**src/rtl/udma_eth_frame_pkg.sv**
```systemverilog
// Shared definitions for the uDMA Ethernet frame path: framer state encoding and
// default frame-length geometry.
package udma_eth_frame_pkg;

   localparam int ETH_LEN_WIDTH = 11;
   localparam int ETH_MIN_LEN   = 60;

   typedef enum logic [1:0] {
      ST_IDLE  = 2'd0,
      ST_PASS  = 2'd1,
      ST_PAD   = 2'd2,
      ST_ABORT = 2'd3
   } tx_state_e;

endpackage

```
**src/rtl/udma_eth_tx_framer.sv**
```systemverilog
// TX framer: zero-latency byte pass-through for len bytes, zero pad up to MIN_LEN,
// optional abort beat; never withdraws a presented beat, stalls with m_ready_i.
module udma_eth_tx_framer
   import udma_eth_frame_pkg::*;
#(
   parameter int LEN_WIDTH = ETH_LEN_WIDTH,
   parameter int MIN_LEN   = ETH_MIN_LEN
)(
   input  logic                 clk_i,
   input  logic                 rstn_i,
   input  logic [LEN_WIDTH-1:0] cfg_len_i,
   input  logic                 cfg_start_i,
   input  logic                 cfg_abort_i,
   output logic                 busy_o,
   output logic                 done_o,
   output logic                 err_o,
   output logic [15:0]          frame_cnt_o,
   input  logic [7:0]           s_data_i,
   input  logic                 s_valid_i,
   output logic                 s_ready_o,
   output logic [7:0]           m_data_o,
   output logic                 m_valid_o,
   output logic                 m_last_o,
   output logic                 m_user_o,
   input  logic                 m_ready_i
);

   localparam logic [LEN_WIDTH-1:0] MIN_LEN_W = LEN_WIDTH'(MIN_LEN);
   localparam logic [LEN_WIDTH-1:0] ONE_W     = LEN_WIDTH'(1);

   tx_state_e            r_state;
   tx_state_e            w_state_nxt;
   logic [LEN_WIDTH-1:0] r_len;
   logic [LEN_WIDTH-1:0] r_cnt;
   logic                 r_abort;
   logic                 r_done;
   logic                 r_err;
   logic [15:0]          r_frame_cnt;

   logic [LEN_WIDTH-1:0] w_target;
   logic [LEN_WIDTH-1:0] w_target_m1;
   logic [LEN_WIDTH-1:0] w_len_m1;
   logic                 w_abort_req;
   logic                 w_beat;
   logic                 w_start_ok;
   logic                 w_start_err;
   logic                 w_frame_done;
   logic                 w_abort_set;

   assign w_target    = (r_len > MIN_LEN_W) ? r_len : MIN_LEN_W;
   assign w_target_m1 = w_target - ONE_W;
   assign w_len_m1    = r_len - ONE_W;
   assign w_abort_req = cfg_abort_i | r_abort;

   always_ff @(posedge clk_i or negedge rstn_i) begin
      if (!rstn_i) begin
         r_state <= ST_IDLE;
      end else begin
         r_state <= w_state_nxt;
      end
   end

   always_comb begin
      w_state_nxt  = r_state;
      s_ready_o    = 1'b0;
      m_valid_o    = 1'b0;
      m_data_o     = 8'h00;
      m_last_o     = 1'b0;
      m_user_o     = 1'b0;
      w_start_ok   = 1'b0;
      w_start_err  = 1'b0;
      w_frame_done = 1'b0;
      w_abort_set  = 1'b0;
      w_beat       = 1'b0;

      case (r_state)
         ST_IDLE: begin
            if (cfg_start_i) begin
               if (cfg_len_i != '0) begin
                  w_start_ok  = 1'b1;
                  w_state_nxt = ST_PASS;
               end else begin
                  w_start_err = 1'b1;
               end
            end
         end
         ST_PASS: begin
            m_data_o  = s_data_i;
            m_valid_o = s_valid_i;
            s_ready_o = m_ready_i;
            m_last_o  = (r_cnt == w_target_m1);
         end
         ST_PAD: begin
            m_valid_o = 1'b1;
            m_last_o  = (r_cnt == w_target_m1);
         end
         ST_ABORT: begin
            m_valid_o = 1'b1;
            m_last_o  = 1'b1;
            m_user_o  = 1'b1;
            if (m_ready_i) begin
               w_state_nxt = ST_IDLE;
            end
         end
         default: w_state_nxt = ST_IDLE;
      endcase

      // A natural last handshake wins over any pending abort; otherwise the abort
      // waits until the presented beat has been taken (or none is presented).
      if (r_state == ST_PASS || r_state == ST_PAD) begin
         w_beat = m_valid_o & m_ready_i;
         if (w_beat && m_last_o) begin
            w_frame_done = 1'b1;
            w_state_nxt  = ST_IDLE;
         end else if (w_abort_req && (w_beat || !m_valid_o)) begin
            w_state_nxt = ST_ABORT;
         end else if (w_abort_req) begin
            w_abort_set = 1'b1;
         end else if (w_beat && r_state == ST_PASS && r_cnt == w_len_m1) begin
            w_state_nxt = ST_PAD;
         end
      end
   end

   always_ff @(posedge clk_i or negedge rstn_i) begin
      if (!rstn_i) begin
         r_len       <= '0;
         r_cnt       <= '0;
         r_abort     <= 1'b0;
         r_done      <= 1'b0;
         r_err       <= 1'b0;
         r_frame_cnt <= 16'h0000;
      end else begin
         r_done  <= w_frame_done;
         r_err   <= w_start_err;
         r_abort <= w_abort_set;
         if (w_start_ok) begin
            r_len <= cfg_len_i;
            r_cnt <= '0;
         end else if (w_beat) begin
            r_cnt <= r_cnt + ONE_W;
         end
         if (w_frame_done) begin
            r_frame_cnt <= r_frame_cnt + 16'd1;
         end
      end
   end

   assign busy_o      = (r_state != ST_IDLE);
   assign done_o      = r_done;
   assign err_o       = r_err;
   assign frame_cnt_o = r_frame_cnt;

endmodule

```
**config.mk**
```make
export PLATFORM = sky130hd
export DESIGN_NAME = udma_eth_tx_framer
export DESIGN_NICKNAME = d
export VERILOG_FILES = /design/src/rtl/udma_eth_frame_pkg.sv /design/src/rtl/udma_eth_tx_framer.sv
export SDC_FILE = /design/constraint.sdc
export NUM_CORES = 1
export LEC_CHECK = 0
export ABC_AREA = 1
export CAP_MARGIN = 20
export CELL_PAD_IN_SITES_DETAIL_PLACEMENT = 1
export CELL_PAD_IN_SITES_GLOBAL_PLACEMENT = 1
export CORE_AREA = 8 8 102 104
export DETAILED_ROUTE_END_ITERATION = 10
export DIE_AREA = 0 0 110 112
export HOLD_SLACK_MARGIN = 0.03
export PLACE_DENSITY = 0.84
export SYNTH_ARGS = -nofsm -noshare
export SYNTH_HDL_FRONTEND = slang
export SYNTH_SLANG_ARGS = --single-unit
export TNS_END_PERCENT = 5
```
**constraint.sdc**
```tcl
create_clock -name clk_i -period 3.13 [get_ports clk_i]
set_clock_uncertainty 0.05 [all_clocks]
set_input_delay 0.626 -clock clk_i [delete_from_list [all_inputs] [get_ports clk_i]]
set_output_delay 0.626 -clock clk_i [all_outputs]
set_load 0.02 [all_outputs]
```
==> qor.csv <==
stage,metric,value,unit
status,outcome,"complete, but fails checks",
status,failed_checks,setup timing,
sta,slew_viol_final,0,
setup_path,timing.critical_path.arrival,2.68,ns
sta,setup_slack,-0.229,ns
placed_design,place_inst,669,
synth,ys_warn_count,0,
floorplanning,core.rowCount,35,
sta,max_clock_freq,298,MHz
synth,sequential_area_share_after_synthesis,34.1,%
clocking,tritoncts,built,
global_route,grt_util_met3,3.52,%
global_route,grt_util_met1,22.0,%
cells_and_area,insertedDiodeCount,0,
clocking,worst_setup_hold_path_clk_slew,0.09,ns
synth,area_share_of_the_largest_cell_type_after_synthesis,34.1,%
synth,postSynthAreaPerCell,6.57,sq um
route,postRouteAntennaNets,0,
route,total_number_of_vias,3601,
sta,hold_viol,0,
setup_path,setup.worst_path.end_class,output pin,
power,ir_worst_vdd,371,uV
placed_design,place.gp.congestion,0.922,
cells_and_area,fillers,1162,
placed_design,portBuffers,55,
clocking,cts.sinks,43,
clocking,cts_buffers,5,
synth,syn_inst,480,
route,routed_wirelength,11.8,mm
synth,netlist.top_cell.by_area,sky130_fd_sc_hd__dfrtp_1,
cells_and_area,area_delta_synth_final,37.6,%
floorplanning,overall_die_height,112,um
cells_and_area,layout.cells.non_filler,685,
power,power_per_cell_area,787,nW/um^2
floorplanning,die_area,12300,sq um
global_route,grt_use_total,19.7,%
global_route,antenna_found_initial,0,
sta,slew_headroom,56.8,%
placed_design,hpwl,8.47,mm
power,static_leak,2.12,nW
cells_and_area,fin_nets,606,
clocking,cts_htree_levels,2,
sta,setup_repair_after_global_routing_missed_its_margin,true,
sta,fin_setup_tns,-0.229,ns
clocking,root_buffer,sky130_fd_sc_hd__clkbuf_8,
synth,yosysUniqueCellTypes,31,
sta,period_minus_slack,3.36,ns
global_route,grt_start_max_net_pins,44,
setup_path,worst-setup-path-type,reg -> out,
floorplanning,top_level_ports,56,
cells_and_area,final-seq-area,1080,sq um
clocking,maximum_count_of_clock_buffers_along_a_single_path,2,
cells_and_area,layout-drive-gt1-share,13.6,%
route,viasPerCell,5.26,
route,drt_iter0_markers,111,
min_path,min-delay-path-class,in -> async,
cells_and_area,multi_input_area,1880,sq um
synth,synthesis.nets,513,
synth,post_synth_instance_area,3150,sq um
route,avgRoutedWirePerCell,17.2,um
global_route,grt_busiest_layer,met2,
floorplanning,core,8890,sq um
sta,finalSetupViolations,1,
synth,netlist_top_cells_area,"sky130_fd_sc_hd__dfrtp_1, sky130_fd_sc_hd__nand2_1, sky130_fd_sc_hd__nand3_1",
job,drv.max_cap_violation_count,0,
setup_path,startpoint_type,register,
clocking,postCtsHoldBufs,0,
clocking,clk-insertion-delay-late,0.31,ns
sta,tightest_slew,0.646,ns
global_route,grt_pass1_vias,3941,
sta,period_share,107,%
synth,synth-seq-cells,43,
setup_path,crit_path_max_fanout,3,
setup_path,worst_ep_required_time,2.45,ns
global_route,met2_usage,35.6,%
floorplanning,initial_utilization,35.5,%
global_route,grt_overflow,0,
floorplanning,die-width,110,um
route,drt_first_pass_iters,4,
cells_and_area,layout.cells.most_common,sky130_fd_sc_hd__nand2_1,
global_route,global_route_wire_length_before_repair,19.5,mm
route,total_drc_errors_in_the_routed_layout,0,
cells_and_area,layout.cells.most_common_list,"sky130_fd_sc_hd__nand2_1, sky130_fd_sc_hd__inv_1, sky130_fd_sc_hd__nand3_1",
==> what timing repair did <==
action	CTS	global route
gates resized for setup	29	7
buffers inserted	8	0
pin swaps	11	7
endpoints found under the setup margin	1	19
endpoints found under the hold margin	0	0
==> metal layers <==
metal	up-vias	routed length, um
met5	-	0
met4	0	426
met3	35	339
met2	72	6260
met1	1789	4770
li1	1705	-
==> through the flow <==
| stage | hold WS [ns] | cell area, sq um | power [W] | setup slack, ns | util (%) |
|---|---|---|---|---|---|
| finish | 0.255 | 4340 | 0.00342 | -0.229 | 48.8 |
| global route | 0.281 | 4340 | 0.00367 | -0.398 | 48.8 |
| CTS | 0.469 | 4280 | 0.00330 | -0.156 | 48.2 |
| detailed placement | 0.445 | 4020 | 0.00266 | -0.481 | 45.2 |
| global placement | 0.438 | 4020 | 0.00258 | -0.294 | 45.2 |
| floorplan | 0.280 | 3150 | 0.00186 | 0.0319 | - |
==> flip-flops by register name, indices dropped and copies added (netlist names) <==
signal / flops
frame_cnt_o: 16
r_cnt: 11
r_len: 11
r_state: 2
done_o: 1
err_o: 1
r_abort: 1
==> worst paths after layout <==
path,cells after the start,start,slack (ns),endpoint
setup / recovery,18,r_len[0],-0.23,m_last_o
hold / removal,1,rstn_i,0.26,r_len[6]
setup reg to reg,21,r_len[0],0.22,frame_cnt_o[5]
hold reg to reg,2,frame_cnt_o[13],0.46,frame_cnt_o[13]
max in group asynchronous,2,rstn_i,2.26,r_cnt[3]
min in group clk_i,2,frame_cnt_o[13],0.46,frame_cnt_o[13]
==> kinds of logic after synthesis <==
family	synth area share, %
flip-flops	34.1
buffers and inverters	10.0
XOR/XNOR	5.28
adder cells (fa/ha/maj)	3.17
AND/OR/NAND/NOR	39.3
AO/OA/AOI/OAI	8.09
==> cell type report <==
class                           count  area share (%)
Multi-Input combinational cell    358            43.3
Timing Repair Buffer               94            19.9
Clock inverter                      2           0.807
Clock buffer                        6            1.90
Sequential cell                    43            24.8
Tap cell                          111            3.20
Inverter                           71            6.14
==> cell usage after synthesis <==
cell	instances
sky130_fd_sc_hd__a31oi_1	1
sky130_fd_sc_hd__o21a_1	2
sky130_fd_sc_hd__nand2_2	2
sky130_fd_sc_hd__nor4_1	3
sky130_fd_sc_hd__a21oi_1	10
sky130_fd_sc_hd__clkbuf_1	5
sky130_fd_sc_hd__nand3_2	1
sky130_fd_sc_hd__nor3_1	19
sky130_fd_sc_hd__nand2_1	144
sky130_fd_sc_hd__o21ai_0	28
sky130_fd_sc_hd__o21ai_1	1
sky130_fd_sc_hd__nand3_1	62
sky130_fd_sc_hd__xnor2_1	3
sky130_fd_sc_hd__nor2_1	41
sky130_fd_sc_hd__o21ai_2	1
sky130_fd_sc_hd__inv_1	70
sky130_fd_sc_hd__o211ai_1	2
sky130_fd_sc_hd__nor2_4	2
sky130_fd_sc_hd__o21bai_1	1
sky130_fd_sc_hd__nand4_1	4
sky130_fd_sc_hd__a22oi_1	1
sky130_fd_sc_hd__nand2_4	3
sky130_fd_sc_hd__and2_1	1
sky130_fd_sc_hd__or2_2	1
sky130_fd_sc_hd__buf_6	2
sky130_fd_sc_hd__nor2_2	1
sky130_fd_sc_hd__xor2_1	16
sky130_fd_sc_hd__dfrtp_1	43
sky130_fd_sc_hd__buf_4	1
sky130_fd_sc_hd__ha_1	8
sky130_fd_sc_hd__inv_2	1
==> power by group <==
part / switching (W) / total (W) / leakage, nW / internal [W]
Combinational: 0.00132 / 0.00219 / 1.48 / 0.000871
Sequential: 0.0000972 / 0.000752 / 0.578 / 0.000654
Clock: 0.000213 / 0.000471 / 0.0612 / 0.000259
==> worst max-delay path: stages, from the launching register on <==
cell	delay, ns
sky130_fd_sc_hd__dfrtp_1	0.38
sky130_fd_sc_hd__inv_2	0.07
sky130_fd_sc_hd__ha_4	0.17
sky130_fd_sc_hd__nor2_4	0.10
sky130_fd_sc_hd__nand3_4	0.11
sky130_fd_sc_hd__nand2_4	0.13
sky130_fd_sc_hd__nand2_4	0.07
sky130_fd_sc_hd__ha_4	0.26
sky130_fd_sc_hd__o21ai_1	0.05
sky130_fd_sc_hd__a21oi_1	0.14
sky130_fd_sc_hd__nand2_1	0.07
sky130_fd_sc_hd__inv_1	0.06
sky130_fd_sc_hd__nand2_1	0.06
sky130_fd_sc_hd__nor2_2	0.11
sky130_fd_sc_hd__nand3_2	0.10
sky130_fd_sc_hd__nor2_4	0.11
sky130_fd_sc_hd__nand2_2	0.08
sky130_fd_sc_hd__a21oi_2	0.16
sky130_fd_sc_hd__buf_6	0.14
(Power assumes the default switching activity.)
